## src/rtl/pipe_ctrl_pkg.sv

```systemverilog
// ---------------------------------------------------------------------------
// pipe_ctrl_pkg
// Shared types and constants for the RV32 pipeline hazard controller.
//   stage_entry_t : what the tracker remembers about one post-decode stage
//   FWD_SEL_RF    : forward-select value meaning "use register-file data"
//   STAGE_BUBBLE  : an empty (invalid) tracker entry
// ---------------------------------------------------------------------------
package pipe_ctrl_pkg;

  // Width of the rd field held in each tracker entry; this must equal the
  // REG_ADDR_W parameter used by the controller (5 for RV32).
  localparam int TRACK_RD_W = 5;

  localparam int FWD_SEL_RF = 0;

  typedef struct packed {
    logic                  valid;
    logic [TRACK_RD_W-1:0] rd;
    logic                  reg_write;
    logic                  is_load;
  } stage_entry_t;

  localparam stage_entry_t STAGE_BUBBLE = '0;

endpackage

```

## src/rtl/pipe_fwd_mux.sv

```systemverilog
// ---------------------------------------------------------------------------
// pipe_fwd_mux
// Forwarding selector for one decode operand. Scans the tracked stages for
// the youngest instruction that will write the operand's register and picks
// that stage's result, otherwise the register-file value.
// Ports:
//   rs_req_i       : operand is really read by a valid decode instruction
//   rs_i           : operand register address
//   rf_data_i      : register-file read data for the operand
//   stage_i        : tracker entries, index 0 = EX (youngest)
//   stage_result_i : per-stage result values, slice k = stage k
//   sel_o          : 0 = register file, k+1 = stage k
//   data_o         : forwarded operand value
//   load_hazard_o  : youngest match is a load whose data is not ready yet
// ---------------------------------------------------------------------------
module pipe_fwd_mux
  import pipe_ctrl_pkg::*;
#(
  parameter int NUM_STAGES = 3,
  parameter int XLEN       = 32,
  parameter int REG_ADDR_W = 5,
  parameter int LOAD_STAGE = 1,
  parameter int FWD_W      = $clog2(NUM_STAGES + 1)
) (
  input  logic                         rs_req_i,
  input  logic [REG_ADDR_W-1:0]        rs_i,
  input  logic [XLEN-1:0]              rf_data_i,
  input  stage_entry_t [NUM_STAGES-1:0] stage_i,
  input  logic [NUM_STAGES*XLEN-1:0]   stage_result_i,
  output logic [FWD_W-1:0]             sel_o,
  output logic [XLEN-1:0]              data_o,
  output logic                         load_hazard_o
);

  // Walk from the oldest stage down to EX so the last hit written is the
  // youngest one, giving lowest-index priority. x0 never matches.
  always_comb begin
    sel_o         = FWD_W'(FWD_SEL_RF);
    data_o        = rf_data_i;
    load_hazard_o = 1'b0;
    for (int k = NUM_STAGES - 1; k >= 0; k--) begin
      if (rs_req_i && (rs_i != '0) && stage_i[k].valid &&
          stage_i[k].reg_write && (stage_i[k].rd == rs_i)) begin
        sel_o         = FWD_W'(k + 1);
        data_o        = stage_result_i[k*XLEN +: XLEN];
        load_hazard_o = stage_i[k].is_load && (k < LOAD_STAGE);
      end
    end
  end

endmodule

```

## src/rtl/pipe_hazard_ctrl.sv

```systemverilog
// ---------------------------------------------------------------------------
// pipe_hazard_ctrl
// Hazard, forwarding and bubble-tracking controller beside the decode stage.
// Mirrors rd/control of every instruction in EX..WB, stalls decode on a
// load-use hazard, flushes IF/ID on a taken branch and forwards operands.
// Ports:
//   clk_i, reset_i            : clock, async active-high reset
//   id_*                      : decode-stage instruction info and RF data
//   ex_branch_taken_i         : branch/jump resolved taken in EX
//   stage_result_i            : per-stage result values, slice k = stage k
//   stall_id_o                : hold PC and IF/ID, bubble into EX
//   flush_if_o, flush_id_o    : squash IF and ID instructions
//   fwd_rs1_sel_o/rs2_sel_o   : 0 = register file, k+1 = stage k
//   rs1_data_o, rs2_data_o    : forwarded operand data
//   stage_valid_o             : tracker valid bits
//   stall_cnt_o, flush_cnt_o  : saturating statistics counters
// Optional: define PIPE_HAZARD_STATS_EN to build the statistics counters;
// otherwise both counter ports are tied to 0.
// ---------------------------------------------------------------------------
module pipe_hazard_ctrl
  import pipe_ctrl_pkg::*;
#(
  parameter int NUM_STAGES = 3,
  parameter int XLEN       = 32,
  parameter int REG_ADDR_W = 5,
  parameter int LOAD_STAGE = 1,
  parameter int FWD_W      = $clog2(NUM_STAGES + 1)
) (
  input  logic                       clk_i,
  input  logic                       reset_i,
  input  logic                       id_valid_i,
  input  logic [REG_ADDR_W-1:0]      id_rs1_i,
  input  logic [REG_ADDR_W-1:0]      id_rs2_i,
  input  logic                       id_rs1_used_i,
  input  logic                       id_rs2_used_i,
  input  logic [REG_ADDR_W-1:0]      id_rd_i,
  input  logic                       id_reg_write_i,
  input  logic                       id_is_load_i,
  input  logic [XLEN-1:0]            id_rs1_data_i,
  input  logic [XLEN-1:0]            id_rs2_data_i,
  input  logic                       ex_branch_taken_i,
  input  logic [NUM_STAGES*XLEN-1:0] stage_result_i,
  output logic                       stall_id_o,
  output logic                       flush_if_o,
  output logic                       flush_id_o,
  output logic [FWD_W-1:0]           fwd_rs1_sel_o,
  output logic [FWD_W-1:0]           fwd_rs2_sel_o,
  output logic [XLEN-1:0]            rs1_data_o,
  output logic [XLEN-1:0]            rs2_data_o,
  output logic [NUM_STAGES-1:0]      stage_valid_o,
  output logic [15:0]                stall_cnt_o,
  output logic [15:0]                flush_cnt_o
);

  stage_entry_t [NUM_STAGES-1:0] stage_q;
  stage_entry_t [NUM_STAGES-1:0] stage_d;
  logic rs1_load_hazard;
  logic rs2_load_hazard;

  pipe_fwd_mux #(
    .NUM_STAGES(NUM_STAGES), .XLEN(XLEN), .REG_ADDR_W(REG_ADDR_W),
    .LOAD_STAGE(LOAD_STAGE), .FWD_W(FWD_W)
  ) u_fwd_rs1 (
    .rs_req_i      (id_valid_i & id_rs1_used_i),
    .rs_i          (id_rs1_i),
    .rf_data_i     (id_rs1_data_i),
    .stage_i       (stage_q),
    .stage_result_i(stage_result_i),
    .sel_o         (fwd_rs1_sel_o),
    .data_o        (rs1_data_o),
    .load_hazard_o (rs1_load_hazard)
  );

  pipe_fwd_mux #(
    .NUM_STAGES(NUM_STAGES), .XLEN(XLEN), .REG_ADDR_W(REG_ADDR_W),
    .LOAD_STAGE(LOAD_STAGE), .FWD_W(FWD_W)
  ) u_fwd_rs2 (
    .rs_req_i      (id_valid_i & id_rs2_used_i),
    .rs_i          (id_rs2_i),
    .rf_data_i     (id_rs2_data_i),
    .stage_i       (stage_q),
    .stage_result_i(stage_result_i),
    .sel_o         (fwd_rs2_sel_o),
    .data_o        (rs2_data_o),
    .load_hazard_o (rs2_load_hazard)
  );

  // A taken branch squashes the decode instruction anyway, so it overrides
  // any load-use stall raised by that instruction.
  assign stall_id_o = (rs1_load_hazard | rs2_load_hazard) & ~ex_branch_taken_i;
  assign flush_if_o = ex_branch_taken_i;
  assign flush_id_o = ex_branch_taken_i;

  // Tracker shifts every cycle; EX takes the decode instruction only when it
  // really leaves decode, otherwise a bubble.
  always_comb begin
    stage_d = stage_q;
    for (int k = NUM_STAGES - 1; k >= 1; k--) begin
      stage_d[k] = stage_q[k-1];
    end
    if (id_valid_i && !stall_id_o && !flush_id_o) begin
      stage_d[0] = '{valid: 1'b1, rd: id_rd_i, reg_write: id_reg_write_i,
                     is_load: id_is_load_i};
    end else begin
      stage_d[0] = STAGE_BUBBLE;
    end
  end

  always_ff @(posedge clk_i or posedge reset_i) begin
    if (reset_i) begin
      for (int k = 0; k < NUM_STAGES; k++) begin
        stage_q[k] <= STAGE_BUBBLE;
      end
    end else begin
      stage_q <= stage_d;
    end
  end

  always_comb begin
    stage_valid_o = '0;
    for (int k = 0; k < NUM_STAGES; k++) begin
      stage_valid_o[k] = stage_q[k].valid;
    end
  end

`ifdef PIPE_HAZARD_STATS_EN
  logic [15:0] stall_cnt_q, stall_cnt_d;
  logic [15:0] flush_cnt_q, flush_cnt_d;

  // Saturating event counters: they stick at 0xFFFF rather than wrapping.
  always_comb begin
    stall_cnt_d = stall_cnt_q;
    flush_cnt_d = flush_cnt_q;
    if (stall_id_o && (stall_cnt_q != 16'hFFFF)) begin
      stall_cnt_d = stall_cnt_q + 16'd1;
    end
    if (flush_id_o && (flush_cnt_q != 16'hFFFF)) begin
      flush_cnt_d = flush_cnt_q + 16'd1;
    end
  end

  always_ff @(posedge clk_i or posedge reset_i) begin
    if (reset_i) begin
      stall_cnt_q <= '0;
      flush_cnt_q <= '0;
    end else begin
      stall_cnt_q <= stall_cnt_d;
      flush_cnt_q <= flush_cnt_d;
    end
  end

  assign stall_cnt_o = stall_cnt_q;
  assign flush_cnt_o = flush_cnt_q;
`else
  assign stall_cnt_o = 16'd0;
  assign flush_cnt_o = 16'd0;
`endif

endmodule

```

## config.mk

```make
export PLATFORM = sky130hd
export DESIGN_NAME = pipe_hazard_ctrl
export DESIGN_NICKNAME = d
export VERILOG_FILES = /design/src/rtl/pipe_ctrl_pkg.sv /design/src/rtl/pipe_fwd_mux.sv /design/src/rtl/pipe_hazard_ctrl.sv
export SDC_FILE = /design/constraint.sdc
export NUM_CORES = 1
export LEC_CHECK = 0
export BUFFER_PORTS_ARGS = -buffer_cell sky130_fd_sc_hd__buf_2
export CORE_MARGIN = 2
export CORE_UTILIZATION = 25
export DETAILED_ROUTE_END_ITERATION = 12
export MAX_ROUTING_LAYER = met4
export PLACE_DENSITY = 0.67
export SYNTH_ARGS = -nofsm -noshare
export SYNTH_HDL_FRONTEND = slang
export SYNTH_SLANG_ARGS = --single-unit
```

## constraint.sdc

```tcl
create_clock -name clk_i -period 2.05 [get_ports clk_i]
set_input_delay 0 -clock clk_i [delete_from_list [all_inputs] [get_ports clk_i]]
set_output_delay 0 -clock clk_i [all_outputs]
set_load 0.005 [all_outputs]
```

---- Word level (Yosys, flattened, before mapping) ----
Index checks and enable logic that the tools add are counted.
W data, S select, Z words.
word-level totals
  register bits ........................... 22
  input port bits ......................... 183
  logic and storage cells ................. 62
cells by class
  equality and inequality tests ........... 6
  multiplexer cells ....................... 15
  bitwise gates (word level) .............. 5
  reduce and logical (&&, ||, !) cells .... 26
operator list
  operator             count
  $mux W32             6
  $eq A5 B5 Y1         6
  $logic_and A1 B1 Y1  22
  $mux W2              6
  $reduce_bool A5 Y1   2
  $mux W8              1
  $and A1 B1 Y1        3
  $logic_not A1 Y1     2
  $mux W1              2
  $not A1 Y1           1
  $or A1 B1 Y1         1

---- Longest topological paths before layout ----
  word-level depth ........................ 12
  mapped depth ............................ 9
  gate-level depth less buffers ........... 5

---- Hierarchy ----
A second synthesis with hierarchy kept.
unflattened totals
  cells, all modules ...................... 533
  area, all modules ....................... 4066.4 um^2
modules (own cells, without submodules)
  module            instances  cells an instance  area an instance (um^2)
  pipe_fwd_mux      2          229                1546.5
  pipe_hazard_ctrl  1          75                 973.4

---- Worst setup path before layout ----
Ideal clock, no wire load.
  kind .................................... reg-to-output
  start point ............................. register stage_q (netlist bit stage_d[10])
  end point ............................... output rs1_data_o[10]
  arrival time ............................ 1999 ps
  setup slack ............................. 51 ps
  stages on the path, launching flop included .. 9
  cell sequence ........................... dfrtp_1 > xnor2_2 > nand4_1 > or4_1 > buf_2 > and2_4 > buf_6 > buf_6 > a221oi_2
between the ends
  longest elaborated chain between the ends .. 3
ends and longest elaborated chain
  element                 RTL line                 RTL
  start, declared         pipe_hazard_ctrl.sv:55   stage_entry_t [NUM_STAGES-1:0] stage_q;
  start signal, assigned  pipe_hazard_ctrl.sv:115  stage_q <= stage_d;
  $eq A5 B5 Y1            pipe_fwd_mux.sv:43       stage_i[k].reg_write && (stage_i[k].rd == rs_i)) begin
  $logic_and A1 B1 Y1     pipe_fwd_mux.sv:43
  $mux W32                pipe_fwd_mux.sv:42       if (rs_req_i && (rs_i != '0) && stage_i[k].valid &&
  end, declared           pipe_hazard_ctrl.sv:48   output logic [XLEN-1:0] rs1_data_o,
Every way passes these cells.

---- Worst setup path in the final report ----
  start point ............................. register stage_q (netlist bit stage_d[14])
  end point ............................... output rs1_data_o[14]
Same word-level chain as after synthesis.

==> results_dict.tcl <==
set metrics [dict create \
    postLayoutCellArea_um2 5740 \
    seq_area_um2 551 \
    dr_total_vias 4205 \
    gp_congestion 0.826 \
    cp.arrival_ns 2.33 \
    cts_buffers 3 \
    htree_num_levels 1 \
    fillers 1322 \
    power.density_nw_per_um2 260 \
    setup_violations 67 \
    fmax_mhz 430 \
    outcome "finished, violations left" \
    grt_usage 0.208 \
    clock_tree.buffer_depth 2 \
    avgSynthCellArea_um2 8.49 \
    cts_root_buf "clkbuf_16" \
    fin_setup_tns_ns -13.71 \
    p_leak_uw 0.00270 \
    nets 862 \
    yosysWarnings 0 \
    antenna_found_initial 3 \
    clock_latency_ns 0.26 \
    vias_per_cell 4.91 \
    wl_per_cell_um 18.9 \
    synthTopCellsByArea "mux2i_1 (19%), dfrtp_1 (16%), a221oi_2 (14%)" \
    hold_path_class "primary input to flip-flop" \
    drv_slew 0 \
    ys_types 30 \
    drt-pass1-iter-count 6 \
    peakVddDrop_mv 0.330 \
    synth_ff_type "dfrtp_1" \
    reg2reg_slack_ns 0.07 \
    grt_max_degree 35 \
    netlist_top_cells_count "nor2_1 (67), mux2i_1 (64), buf_4 (37)" \
    multiInputGateArea_um2 2810 \
    max_slew.worst_pin.slew_ns 0.839 \
    async_flop_share 1.00 \
    crit_type "flip-flop to output port" \
    final_hold_viol_count 1 \
    coreArea_um2 13200 \
    start_util 0.256 \
    grt_pass1_wl_um 22900 \
    synth_area_um2 3390 \
    dpl.hpwl_um 10800 \
    hold_ws_ns -0.00164 \
    period_minus_slack_ns 2.33 \
    cts_tree "yes" \
    place_ws_ns -0.145 \
    synth_seq_cells 22 \
    netlist.top_cell.by_area "mux2i_1" \
    setup_ws_ns -0.276 \
    seq_area_frac_synth 0.162 \
    cp_max_fo 14 \
    cp-end-kind "output port" \
    drc 0 \
    synth.top_cell.area_share 0.189 \
    fp.dieW_um 120 \
    areaGrowthSynthToFinish_pct 69.3 \
    worstPathRequired_ns 2.05 \
    grt_pass1_vias 4264 \
    maxSlewHeadroom 0.440 \
    violations "hold timing, setup timing" \
    dieHeight_um 120 \
    fin_crit_sh 1.13 \
    dieArea_um2 14500 \
    drive_gt1_frac 0.589 \
    drt_wl_total_um 16200 \
    num_rows 42 \
    skew_ns 0.00440 \
    grt-ovfl-total 0 \
    io_buffers 256 \
    syn-instance-count 399 \
    synth-edff-count 0 \
    grt_setup_unrepaired "true" \
    drt-initial-drc-count 140 \
    io_pins 289 \
    drv_cap 0 \
    clk_pin_slew_ns 0.06 \
    critPathLaunchType "flip-flop" \
    cts_sinks 22 \
    placed_cell_area_um2 4890 \
    ant_nets 0 \
    synth_most_common_cell "nor2_1" \
]
==> placed cells by master (no fill, tap or decap), types with 8 or more instances in the layout <==
master | netlist | routed
xnor2_1 | 19 | 19
buf_2 | 16 | 256
buf_12 | 0 | 11
a221oi_2 | 31 | 54
buf_4 | 37 | 32
conb_1 | 1 | 32
a221oi_4 | 0 | 10
dfrtp_1 | 22 | 22
mux2i_1 | 64 | 62
inv_1 | 34 | 34
nand4_1 | 8 | 8
nor2_1 | 67 | 67
==> flip-flops by register name, summed over array words and instances, names as in the netlist <==
name / cells
stage_valid_o: 3
stage_q: 6
stage_d: 13
==> layout make-up <==
cell class,instances,area share
Tap cell,176,0.0384
Timing Repair Buffer,313,0.340
Sequential cell,22,0.0959
Antenna cell,3,0.00131
Multi-Input combinational cell,305,0.489
Clock buffer,3,0.0131
Inverter,34,0.0222
==> cells by family after synthesis <==
logic type / share of synthesized area
AO/OA/AOI/OAI: 0.235
XOR/XNOR: 0.0798
buffers and inverters: 0.184
flip-flops: 0.162
multiplexers: 0.189
other: 0.00111
AND/OR/NAND/NOR: 0.148
==> final timing paths <==
check	from	end	cells past startpoint
setup / recovery	stage_d[14]$_DFF_PP0_	rs1_data_o[14]	7
hold / removal	id_rd_i[1]	stage_d[11]$_DFF_PP0_	2
setup reg to reg	stage_d[14]$_DFF_PP0_	stage_d[14]$_DFF_PP0_	7
hold reg to reg	stage_d[17]$_DFF_PP0_	stage_q[17]$_DFF_PP0_	0
max in group asynchronous	reset_i	stage_valid_o[2]$_DFF_PP0_	3
min in group asynchronous	reset_i	stage_d[18]$_DFF_PP0_	3
==> metal layers <==
layer	vias up	global-route usage	part of all wire
met1	1979	0.245	0.40
met4	0	0.0531	0.022
li1	1951	-	-
met3	31	0.0226	0.064
met5	-	-	0
met2	244	0.376	0.52
==> report_power, final <==
part / switching (uW) / internal (uW) / leakage (uW) / total [uW]
sequential: 16.3 / 452 / 0.000294 / 468
combinational: 291 / 321 / 0.00237 / 612
clock: 152 / 258 / 0.0000370 / 410
total: 459 / 1030 / 0.00270 / 1490
==> critical path, stage by stage (launching register included) <==
cell      delay (ns)
dfrtp_1         0.41
xnor2_1         0.17
nand4_1         0.15
or4_4           0.47
and2_4          0.24
buf_12          0.17
a221oi_4        0.29
buf_2           0.15
==> per-stage QoR <==
step	power, uW	instances	util
final	1490	856	0.433
after global routing	1580	856	0.433
after CTS	1460	842	0.411
after detailed placement	1010	822	0.369
after global placement	998	822	0.369
after floorplan	743	430	-
==> what timing repair did <==
| item | in CTS | in global routing |
|---|---|---|
| setup endpoints to repair | 75 | 77 |
| hold buffers | 2 | 0 |
| buffers inserted | 16 | 10 |
| gates resized for setup | 56 | 21 |
| endpoints found under the hold margin | 23 | 0 |
| cloned | 5 | 4 |
| pin swaps | 27 | 23 |
Power figures use the tool's default switching activity.
